## config.mk

```make
export PLATFORM = sky130hd
export DESIGN_NAME = bcd_counter_disp
export DESIGN_NICKNAME = d
export VERILOG_FILES = /design/src/rtl/bcd_counter_disp.sv
export SDC_FILE = /design/constraint.sdc
export NUM_CORES = 1
export LEC_CHECK = 0
export BUFFER_PORTS_ARGS = -buffer_cell sky130_fd_sc_hd__buf_2
export CAP_MARGIN = 10
export CORE_ASPECT_RATIO = 0.9
export CORE_MARGIN = 10
export CORE_UTILIZATION = 40
export DETAILED_ROUTE_END_ITERATION = 16
export PLACE_DENSITY_LB_ADDON = 0.25
export REMOVE_ABC_BUFFERS = 1
export SLEW_MARGIN = 20
export SYNTH_ARGS = -nofsm -noshare
export SYNTH_HDL_FRONTEND = slang
export SYNTH_SLANG_ARGS = --single-unit
```

## constraint.sdc

```tcl
create_clock -name clk -period 4.4 [get_ports clk]
set_input_delay 0 -clock clk [delete_from_list [all_inputs] [get_ports clk]]
set_output_delay 0 -clock clk [all_outputs]
set_load 0.02 [all_outputs]
```

## src/rtl/bcd_counter_disp.sv

```systemverilog
// bcd_counter_disp: prescaled up/down BCD counter with registered active-low 7-segment outputs.
// Define BCD_DISP_LZB_EN to blank leading zero digits (digit 0 is always shown).
module bcd_counter_disp #(
    parameter int DIGITS   = 3,
    parameter int TICK_DIV = 25000000
) (
    input  logic                  clk,
    input  logic                  rst,
    input  logic                  en,
    input  logic                  up,
    input  logic                  load,
    input  logic [4*DIGITS-1:0]   load_val,
    output logic [4*DIGITS-1:0]   bcd,
    output logic [8*DIGITS-1:0]   seg,
    output logic                  tick,
    output logic                  wrap
);
    localparam int PW = $clog2(TICK_DIV);

    function automatic logic [7:0] enc(input logic [3:0] d);
        case (d)
            4'd0:    enc = 8'hC0;
            4'd1:    enc = 8'hF9;
            4'd2:    enc = 8'hA4;
            4'd3:    enc = 8'hB0;
            4'd4:    enc = 8'h99;
            4'd5:    enc = 8'h92;
            4'd6:    enc = 8'h82;
            4'd7:    enc = 8'hF8;
            4'd8:    enc = 8'h80;
            default: enc = 8'h90;
        endcase
    endfunction

    function automatic logic [8*DIGITS-1:0] rst_pat();
        rst_pat = '0;
        for (int i = 0; i < DIGITS; i++)
`ifdef BCD_DISP_LZB_EN
            rst_pat[8*i+:8] = (i == 0) ? 8'hC0 : 8'hFF;
`else
            rst_pat[8*i+:8] = 8'hC0;
`endif
    endfunction

    localparam logic [8*DIGITS-1:0] RST_SEG = rst_pat();

    logic [PW-1:0]         presc;
    logic                  term;
    logic                  cy;
    logic [4*DIGITS-1:0]   step_val;
    logic [4*DIGITS-1:0]   sat_val;
    logic [8*DIGITS-1:0]   seg_next;
`ifdef BCD_DISP_LZB_EN
    logic                  lead_nz;
`endif

    assign term = en && (presc == PW'(TICK_DIV - 1));

    // cy ripples through the digits: it ends high only when every digit rolls over
    always_comb begin
        step_val = bcd;
        sat_val  = load_val;
        seg_next = '0;
        cy       = 1'b1;
        for (int i = 0; i < DIGITS; i++) begin
            sat_val[4*i+:4] = (load_val[4*i+:4] > 4'd9) ? 4'd9 : load_val[4*i+:4];
            if (cy)
                step_val[4*i+:4] = up ? ((bcd[4*i+:4] == 4'd9) ? 4'd0 : bcd[4*i+:4] + 4'd1)
                                      : ((bcd[4*i+:4] == 4'd0) ? 4'd9 : bcd[4*i+:4] - 4'd1);
            cy = cy && (up ? (bcd[4*i+:4] == 4'd9) : (bcd[4*i+:4] == 4'd0));
        end
`ifdef BCD_DISP_LZB_EN
        lead_nz = 1'b0;
        for (int i = DIGITS - 1; i >= 0; i--) begin
            lead_nz = lead_nz || (bcd[4*i+:4] != 4'd0);
            seg_next[8*i+:8] = (lead_nz || i == 0) ? enc(bcd[4*i+:4]) : 8'hFF;
        end
`else
        for (int i = 0; i < DIGITS; i++)
            seg_next[8*i+:8] = enc(bcd[4*i+:4]);
`endif
    end

    always_ff @(posedge clk) begin
        if (rst) begin
            presc <= '0;
            bcd   <= '0;
            seg   <= RST_SEG;
            tick  <= 1'b0;
            wrap  <= 1'b0;
        end else begin
            presc <= (load || term) ? '0 : en ? presc + 1'b1 : presc;
            bcd   <= load ? sat_val : term ? step_val : bcd;
            seg   <= seg_next;
            tick  <= term;
            wrap  <= term && !load && cy;
        end
    end
endmodule

```

## After elaboration in Yosys (flattened, before gate mapping)

Memories as Yosys holds them, arrays and structs flattened. A register that Yosys moved wholly into a read port is not among the register bits.
Cells that the tools add are included.

| operators by class | value |
|---|---|
| add/subtract/negate cells | 7 |
| reductions and logical operators | 16 |
| $lt $le $gt $ge | 3 |
| multiplexer cells | 19 |
| eq/ne operators | 4 |

Operators with widths:

| kind | count |
|---|---|
| two-way mux 4 bit | 14 |
| adder 25 x 1 -> 25 bit, second input constant | 1 |
| == test 25 bit, second input constant | 1 |
| two-way mux 12 bit | 2 |
| adder 4 x 1 -> 4 bit, second input constant | 3 |
| == test 4 bit, second input constant | 3 |
| > comparator 4 bit, second input constant | 3 |
| logical NOT 4 bit | 3 |
| subtractor 4 x 1 -> 4 bit, second input constant | 3 |
| nonzero test 2 bit | 3 |
| logical AND 1 bit | 5 |
| AND reduction 2 bit | 2 |
| two-way mux 1 bit | 3 |
| OR reduction 2 bit | 1 |
| logical NOT 1 bit | 1 |
| logical OR 1 bit | 1 |

| storage, ports and cells | value |
|---|---|
| bits in registers | 63 |
| output and inout bits | 38 |
| memories kept | 3 |
| input port bits | 17 |
| bits in read-only memories | 336 |

Memory list:

| memory | depth | width | read ports | clocked after Yosys merged registers in | wr ports | RTL line | source |
|---|---|---|---|---|---|---|---|
| (name not given) | 16 | 7 | 1 | 1 | 0 | 21 | `case (d)` |
| (name not given) | 16 | 7 | 1 | 1 | 0 | 21 |  |
| (name not given) | 16 | 7 | 1 | 1 | 0 | 21 |  |

## Logic depth before layout (Yosys ltp)

Gate-level depths: netlist of run 1.

| logic depth | value |
|---|---|
| depth in word-level cells | 6 |
| gate-level depth with buffers | 8 |

## Least setup slack after synthesis of run 1

Ideal clock, no wire load.

| timing | value |
|---|---|
| path kind | reg-to-reg |
| start | register bcd[4] |
| end | register bcd[9] |
| cell stages (with the launch flop) | 8 |
| data required time | 4333 ps |
| arrival time | 2311 ps |
| period minus slack after synthesis | 2378 ps |
| setup time | 67 ps |
| path slack | 2022 ps |
| path through | dfxtp_1 -> inv_1 -> ha_1 -> or3b_2 -> a221oi_1 -> nand4_4 -> mux2_4 -> o21ai_2 |

| between the ends | value |
|---|---|
| word-level cells in the longest chain between the ends | 5 |

Ends and longest elaborated chain:

| what | RTL line | source |
|---|---|---|
| from (decl) | 13 | `output logic [4*DIGITS-1:0] bcd,` |
| from (signal assigned) | 93 | `bcd <= load ? sat_val : term ? step_val : bcd;` |
| == test 4 bit / logical NOT 4 bit (equally long branches) | 70 | `cy = cy && (up ? (bcd[4*i+:4] == 4'd9) : (bcd[4*i+:4] == 4'd0));` |
| two-way mux 1 bit (*) | 70 |  |
| logical AND 1 bit (*) | 70 |  |
| nonzero test 2 bit (no source line) (*) | - |  |
| AND reduction 2 bit (no source line) (*) | - |  |

Mark *: on every way between the ends. The rest lies on a longest branch, timed or not.
A chain may end at the register's enable or synchronous reset.

## Final worst setup path of run 1

Same ends and word-level chain as after synthesis.

==> results of run 1 <==
==> cell usage after synthesis, types with 9 or more instances <==
cell and count:
a21oi_1 21, a31oi_1 9, clkbuf_1 15, dfxtp_1 60
ha_1 16, inv_1 21, nand2_1 26, nand3_1 15
nor2_1 54, nor3_1 18, o21ai_0 17, xnor2_1 14
xor2_1 10
==> worst max-delay path: cells and delay by family, from the launching register on <==
family / cells / cell delay, ns
AOI/OAI and AO/OA: 2 / 0.60
muxes: 1 / 0.34
DFF: 1 / 0.42
and+or+nand+nor: 2 / 0.69
adders and majority gates: 1 / 0.32
buffers and inverters: 1 / 0.17
==> sequential cells by signal (all words and copies together) (netlist names) <==
signal and cells:
presc 25, tick 1, seg 21, wrap 1, bcd 12
==> logic make-up (layout without fill, tap and decap cells) <==
group | count (synthesis) | after routing | synth area share
XOR/XNOR | 24 | 24 | 0.06208
adder cells (fa/ha/maj) | 16 | 16 | 0.05913
other | 1 | 3 | 0.001108
flip-flops | 60 | 60 | 0.3548
multiplexers | 11 | 11 | 0.03843
buffers and inverters | 46 | 95 | 0.05765
AND/OR/NAND/NOR | 171 | 171 | 0.2772
AO/OA/AOI/OAI | 80 | 80 | 0.1497
==> layout make-up <==
class | count | area [um^2]
fillers | 805 | 4202
multi-input cells | 305 | 1997
flip-flops and latches | 60 | 1201
repair buffers | 58 | 325.3
clock buffers | 12 | 145.1
well taps | 99 | 123.9
inverters | 21 | 78.83
clock inverters | 4 | 72.57
==> power by group through the flow <==
stage | Clock (mW) | Combinational, mW | Sequential [mW]
3_3_place_gp | 0 | 0.180 | 0.600
6_report | 0.552 | 0.186 | 0.588
3_5_place_dp | 0 | 0.181 | 0.600
5_1_grt | 0.590 | 0.209 | 0.592
2_1_floorplan | 0 | 0.0991 | 0.618
4_1_cts | 0.561 | 0.186 | 0.588
==> what timing repair did <==
action,CTS,global route
gates resized for setup,0,0
endpoints found under the hold margin,6,0
hold buffers,7,0
==> worst max-delay path by stage <==
stage	startpoint	to	slack (ns)	depth (start not counted)
after floorplan	bcd[4]	bcd[9]	2.02	7
after global placement	bcd[0]	bcd[9]	1.85	7
after detailed placement	bcd[0]	bcd[9]	1.84	7
after CTS	bcd[0]	bcd[9]	1.79	7
after global routing	bcd[0]	bcd[9]	1.59	7
final	bcd[4]	bcd[9]	1.78	7
==> routing by layer <==
layer	up-vias	global-route usage	wire [um]
li1	1534	-	-
met1	1408	0.1667	3917
met2	57	0.2007	3523
met3	12	0.03233	416
met4	0	0.05644	147
met5	-	0	0
==> through the flow <==
step           utilization  hold slack (ns)  total power, mW  worst slack [ns]
6_report            0.4842         0.003940            1.326             1.783
5_1_grt             0.4842          0.02307            1.390             1.593
4_1_cts             0.4842         0.003430            1.335             1.792
3_5_place_dp        0.4488           0.2464           0.7810             1.844
3_3_place_gp        0.4488           0.2353           0.7803             1.845
2_1_floorplan            -          0.07157           0.7174             2.022
==> impl_metrics.toml, run 1 <==
[synthesis]
ys.flop_type = "dfxtp_1"
syn_area_per_cell_um2 = 8.278
ys_seq_area_frac = 0.3548
post-synth-top-area-cell = "dfxtp_1"
ys_types = 66
synth_edf_count = 0
yosysWarnings = 0
synthCells = 409
synth_seq_cells = 60
synthDominantCellAreaShare = 0.3548
synthTopCellsByArea = "dfxtp_1 (35%), nor2_1 (6.0%), ha_1 (5.9%)"
synth_area_mm2 = 0.003386
async_reset_ff_frac = 0

[routing]
vias_per_cell = 5.386
routedWlPerCell_um = 14.32
ant_nets = 0
dr.pass1.iters = 4
via_count = 3011
drc = 0
drt_iter0_markers = 162
wl_um = 8004

[clock_network]
h-tree-depth = 3
cts.clk_slew.worst_paths_ns = 0.07
post-cts-setup-buffers = 0
cts_tree = "yes"
cts_buffers = 9
worstSkewPairLatency_ns = 0.34
cts-root-buf = "clkbuf_8"
cts_sinks = 60
clockBufferDepth = 2

[layout]
area_growth_pct = 16.48
stdcell_count = 559
layout_common_cells = "dfxtp_1 (60), nor2_1 (54), buf_2 (51)"
antenna_cells = 0
fin_nets = 488
drive_gt1_frac = 0.1804
design_area_mm2 = 0.003944
final_common_cell = "dfxtp_1"

[power_and_ir_drop]
sw_frac_of_total = 0.2679
p_leak_nw = 1.599
switching_power_mw = 0.3553
power.internal_mw = 0.9709
pwr-share-comb = 0.140
power.density_mw_per_mm2 = 336.3
peakVddDrop_uv = 132.2
seqPwrFrac = 0.443
p_clk_frac = 0.416

[critical_path]
critPathLaunchType = "flip-flop"
slowest_delay_ns = 0.50
ff2ff_setup_slack_ns = 1.78
required_ns = 4.68
arrival_ns = 2.89
r2r-end = "bcd[9]"
reg2reg_depth = 7
critPathKind = "reg2reg"
cp_max_fo = 11
crit_path_top_delay_cell = "a221oi_1"
reg2reg_from = "bcd[4]"
critical_path.cell_chain = "inv_1 > ha_1 > or3b_2 > a221oi_1 > nand4_4 > mux2_4 > o21ai_2"
worstSetupEndpointType = "flip-flop"

[sta]
finalHoldViolations = 0
fin_worst_skew_ns = 0.009433
setup_violations = 0
slew_viol_final = 0
slew_headroom = 0.4394
finalWorstPathRequiredPeriod_ns = 2.617
max_freq_mhz = 382.1
timing.setup.tns_ns = 0
worst_pin_slew_ns = 0.8389
post-route-period-util = 0.5948
rsz0062_at_grt = "false"

[global_route]
grt_pass1_vias = 2847
antenna_found_initial = 0
overflow = 0
grt_util_all_layers = 0.1297
grt_pass1_wl_um = 13380
grt_max_degree = 32

[min_path]
hold_class = "in2reg"
min_from = "en"
hold_end = "presc[0]"
holdPathStages = 3

[placed_design]
placed_area_mm2 = 0.003656
port_buffers = 51
post-place-cells = 536
hpwl_um = 5624
gp_congestion = 0.8481

[job]
maxCapViolCount = 0

[status]
status = "complete, no violations"

[die]
placementRows = 31
core-area_mm2 = 0.008145
die_y_um = 107.3
dieArea_mm2 = 0.01255
pin_count = 55
die_w_um = 117.0
initial_utilization = 0.4157
No activity file was read; power rests on OpenSTA's default activity.
==> run 2: changes to the inputs <==
clock period = 2.2 ns   (was 4.4 ns; I/O delays follow)
==> impl_metrics.toml, run 2 (synthesis results as in run 1) <==
[sta]
slew_viol_final = 0
fin_worst_skew_ns = 0.01186
rsz0062_at_grt = "false"
worst_pin_slew_ns = 0.5689
timing.setup.tns_ns = 0
finalHoldViolations = 0
whs_ns = 0.02124
setup_violations = 0
max_freq_mhz = 480.6
post-route-period-util = 0.9458
finalWorstPathRequiredPeriod_ns = 2.081
slew_headroom = 0.6202

[clock_network]
cts-root-buf = "clkbuf_8"
cts_tree = "yes"
cts_buffers = 9
cts.clk_slew.worst_paths_ns = 0.08
cts_sinks = 60
post-cts-setup-buffers = 0
clockBufferDepth = 2
h-tree-depth = 3
worstSkewPairLatency_ns = 0.35

[layout]
layout_common_cells = "dfxtp_1 (60), nor2_1 (54), buf_2 (51)"
largest_register = "presc"
top_regs = "presc: 25 flops, seg: 21 flops, bcd: 12 flops"
largest_reg_flops = 25
antenna_cells = 0
utilization = 0.5137
drive_gt1_frac = 0.2268
final_common_cell = "dfxtp_1"
fin_nets = 513
area_growth_pct = 23.58

[critical_path]
arrival_ns = 2.36
critPathKind = "reg2reg"
worstSetupEndpointType = "flip-flop"
path_buf_inv = 2
crit_path_top_delay_cell = "or3b_2"
critPathLaunchType = "flip-flop"
cp_max_fo = 4
slowest_delay_ns = 0.47
required_ns = 2.48
critical_path.cell_chain = "inv_1 > ha_1 > or3b_2 > a221oi_2 > buf_4 > nand4_4 > mux2_4 > o21ai_2"
crit_family = "simple AND/OR/NAND/NOR gates"

[routing]
ant_nets = 0
routedWlPerCell_um = 14.42
dr.pass1.iters = 4
drt_iter0_markers = 172
via_count = 3101
vias_per_cell = 5.310
drc = 0
wl_um = 8422

[power_and_ir_drop]
p_leak_nw = 1.747
peakVddDrop_uv = 248.8
power.density_mw_per_mm2 = 677.2

[global_route]
grt_pass1_wl_um = 13940
use_met1 = 0.1857
top_usage_layer = "met2"
grt_util_all_layers = 0.1369
overflow = 0
grtUsageMet2 = 0.2007
antenna_found_initial = 0
use_met3 = 0.03177
grt_pass1_vias = 2908
grt_max_degree = 26

[placed_design]
port_buffers = 51
gp_congestion = 0.8453
hpwl_um = 6106

[die]
dieArea_mm2 = 0.01255
initial_utilization = 0.4157
core-area_mm2 = 0.008145
pin_count = 55
placementRows = 31
die_w_um = 117.0
die_y_um = 107.3

[status]
status = "complete, no violations"

[min_path]
hold_class = "in2reg"

[job]
maxCapViolCount = 0
==> run 2: cell type report <==
| cell class | instances | area, um^2 |
|---|---|---|
| Tap cell | 99 | 123.9 |
| Clock inverter | 6 | 111.4 |
| Timing Repair Buffer | 83 | 528.0 |
| Multi-Input combinational cell | 305 | 2003 |
| Clock buffer | 10 | 137.6 |
| Sequential cell | 60 | 1201 |
| Inverter | 21 | 78.83 |
| Fill cell | 784 | 3961 |
==> run 2: final timing paths <==
kind / from / to / slack, ns / cells past startpoint
max: bcd[4] / bcd[9] / 0.12 / 8
min: load_val[8] / bcd[8] / 0.02 / 4
min reg2reg: presc[21] / presc[21] / 0.53 / 2
max reg2reg: bcd[4] / bcd[9] / 0.12 / 8
==> run 2: routing by layer <==
layer / vias up / part of all wire
met3: 13 / 0.053
met5: - / 0
met2: 75 / 0.44
met4: 0 / 0.018
li1: 1583 / -
met1: 1430 / 0.49
==> run 2: worst min-delay path: cells and delay by family <==
| family | cells | cell delay, ns |
|---|---|---|
| compound gates | 2 | 0.18 |
| buf+inv | 2 | 0.14 |
==> run 2: report_power, final <==
part           switching, mW  internal, mW
sequential            0.0169          1.12
combinational          0.271         0.184
clock                  0.454         0.783
total                  0.742          2.09
==> run 2: what timing repair did <==
item                                    4_1_cts  5_1_grt
hold endpoints to repair                      9        0
gates resized for setup                       0        1
hold buffers                                  8        0
endpoints found under the setup margin        0        2
==> run 2: metrics by stage <==
| step | cells | power (mW) | worst slack, ns | instance area (um^2) |
|---|---|---|---|---|
| floorplan | 386 | 1.435 | -0.1778 | 3277 |
| global placement | 560 | 1.604 | 0.1572 | 3849 |
| detailed placement | 560 | 1.606 | 0.1093 | 3849 |
| CTS | 584 | 2.857 | 0.08405 | 4178 |
| global route | 584 | 2.965 | 0.002878 | 4184 |
| finish | 584 | 2.834 | 0.1193 | 4184 |
==> run 3: changes to the inputs <==
RECOVER_POWER = 50   (was default)
==> impl_metrics.toml, run 3 (synthesis results as in run 1) <==
[status]
status = "complete, no violations"

[min_path]
hold_class = "in2reg"

[critical_path]
cp_max_fo = 4
critPathLaunchType = "flip-flop"
required_ns = 2.48
ff2ff_setup_slack_ns = 0.12
critPathKind = "reg2reg"
arrival_ns = 2.36
worstSetupEndpointType = "flip-flop"

[placed_design]
hpwl_um = 6106
port_buffers = 51
gp_congestion = 0.8453
post-place-cells = 560
preCtsSetupSlack_ns = 0.1093

[routing]
ant_nets = 0
dr.pass1.iters = 4
vias_per_cell = 5.318
routedWlPerCell_um = 14.54
via_count = 3106
drt_iter0_markers = 167
wl_um = 8489
drc = 0

[clock_network]
cts_buffers = 9
worstSkewPairLatency_ns = 0.35
post-cts-setup-buffers = 0
cts_tree = "yes"
cts_sinks = 60
clockBufferDepth = 2
h-tree-depth = 3
cts.clk_slew.worst_paths_ns = 0.08
cts-root-buf = "clkbuf_8"

[global_route]
grt_pass1_vias = 2908
grt_util_all_layers = 0.1369
grt_max_degree = 26
overflow = 0
grt_pass1_wl_um = 13940
antenna_found_initial = 0

[job]
maxCapViolCount = 0

[power_and_ir_drop]
p_total_mw = 2.823
peakVddDrop_uv = 247.9
p_leak_nw = 1.622
power.density_mw_per_mm2 = 683.1

[sta]
fin_worst_skew_ns = 0.01155
whs_ns = 0.01661
setup_violations = 0
worst_pin_slew_ns = 0.6899
slew_viol_final = 0
post-route-period-util = 0.9473
rsz0062_at_grt = "false"
fin_ws_ns = 0.1158
max_freq_mhz = 479.8
slew_headroom = 0.5401
finalHoldViolations = 0
finalWorstPathRequiredPeriod_ns = 2.084

[die]
die_y_um = 107.3
dieArea_mm2 = 0.01255
die_w_um = 117.0
initial_utilization = 0.4157
placementRows = 31
core-area_mm2 = 0.008145
pin_count = 55

[layout]
stdcell_count = 584
area_growth_pct = 22.06
n_fill_cell = 804
top_regs = "presc: 25 flops, seg: 21 flops, bcd: 12 flops"
largest_reg_flops = 25
drive_gt1_frac = 0.1588
utilization = 0.5074
final_common_cell = "dfxtp_1"
layout_common_cells = "dfxtp_1 (60), nor2_1 (54), clkbuf_1 (33)"
fin_nets = 513
antenna_cells = 0
largest_register = "presc"
==> run 3: cell count changes in the layout (fill, tap and decap cells not counted), sizes merged <==
cell / previous run / this run
buf: 75 / 42
clkbuf: 10 / 43
==> run 3: cell type report <==
type | instances | area, um^2 | area share
well taps | 99 | 123.9 | 0.02997
repair buffers | 83 | 476.7 | 0.1153
inverters | 21 | 78.83 | 0.01907
flip-flops and latches | 60 | 1201 | 0.2906
clock inverters | 6 | 111.4 | 0.02695
multi-input cells | 305 | 2003 | 0.4847
clock buffers | 10 | 137.6 | 0.03330
==> run 3: path summary, 6_finish.rpt <==
path | cells past startpoint | from | to
min | 5 | load_val[5] | bcd[4]
max reg2reg | 8 | bcd[4] | bcd[9]
max | 8 | bcd[4] | bcd[9]
min reg2reg | 2 | presc[21] | presc[21]
==> run 3: metal layers <==
| metal | global-route usage | part of all wire | up-vias |
|---|---|---|---|
| met5 | 0 | 0 | - |
| met4 | 0.06173 | 0.018 | 0 |
| met3 | 0.03177 | 0.053 | 13 |
| met2 | 0.2007 | 0.44 | 75 |
| met1 | 0.1857 | 0.49 | 1437 |
| li1 | - | - | 1581 |
==> run 3: report_power, final <==
group / leakage (nW) / total (mW) / internal [mW] / switching, mW
logic: 1.01 / 0.445 / 0.172 / 0.272
registers: 0.489 / 1.14 / 1.12 / 0.0178
clock network: 0.122 / 1.24 / 0.783 / 0.453
==> run 3: critical path: stages (launching register included) <==
cell	delay [ns]
dfxtp_1	0.31
inv_1	0.08
ha_1	0.16
or3b_2	0.47
a221oi_2	0.25
buf_4	0.16
nand4_4	0.15
mux2_4	0.34
o21ai_2	0.10
==> run 3: stage by stage <==
stage	setup TNS (ns)	area [um^2]
2_1_floorplan	-0.4457	3277
3_3_place_gp	0	3849
4_1_cts	0	4178
3_5_place_dp	0	3849
5_1_grt	0	4133
6_report	0	4133
==> run 3: repair_timing <==
item	in CTS	in global routing
endpoints found under the hold margin	9	0
endpoints found under the setup margin	0	2
gates resized for setup	0	1
hold buffers	8	0
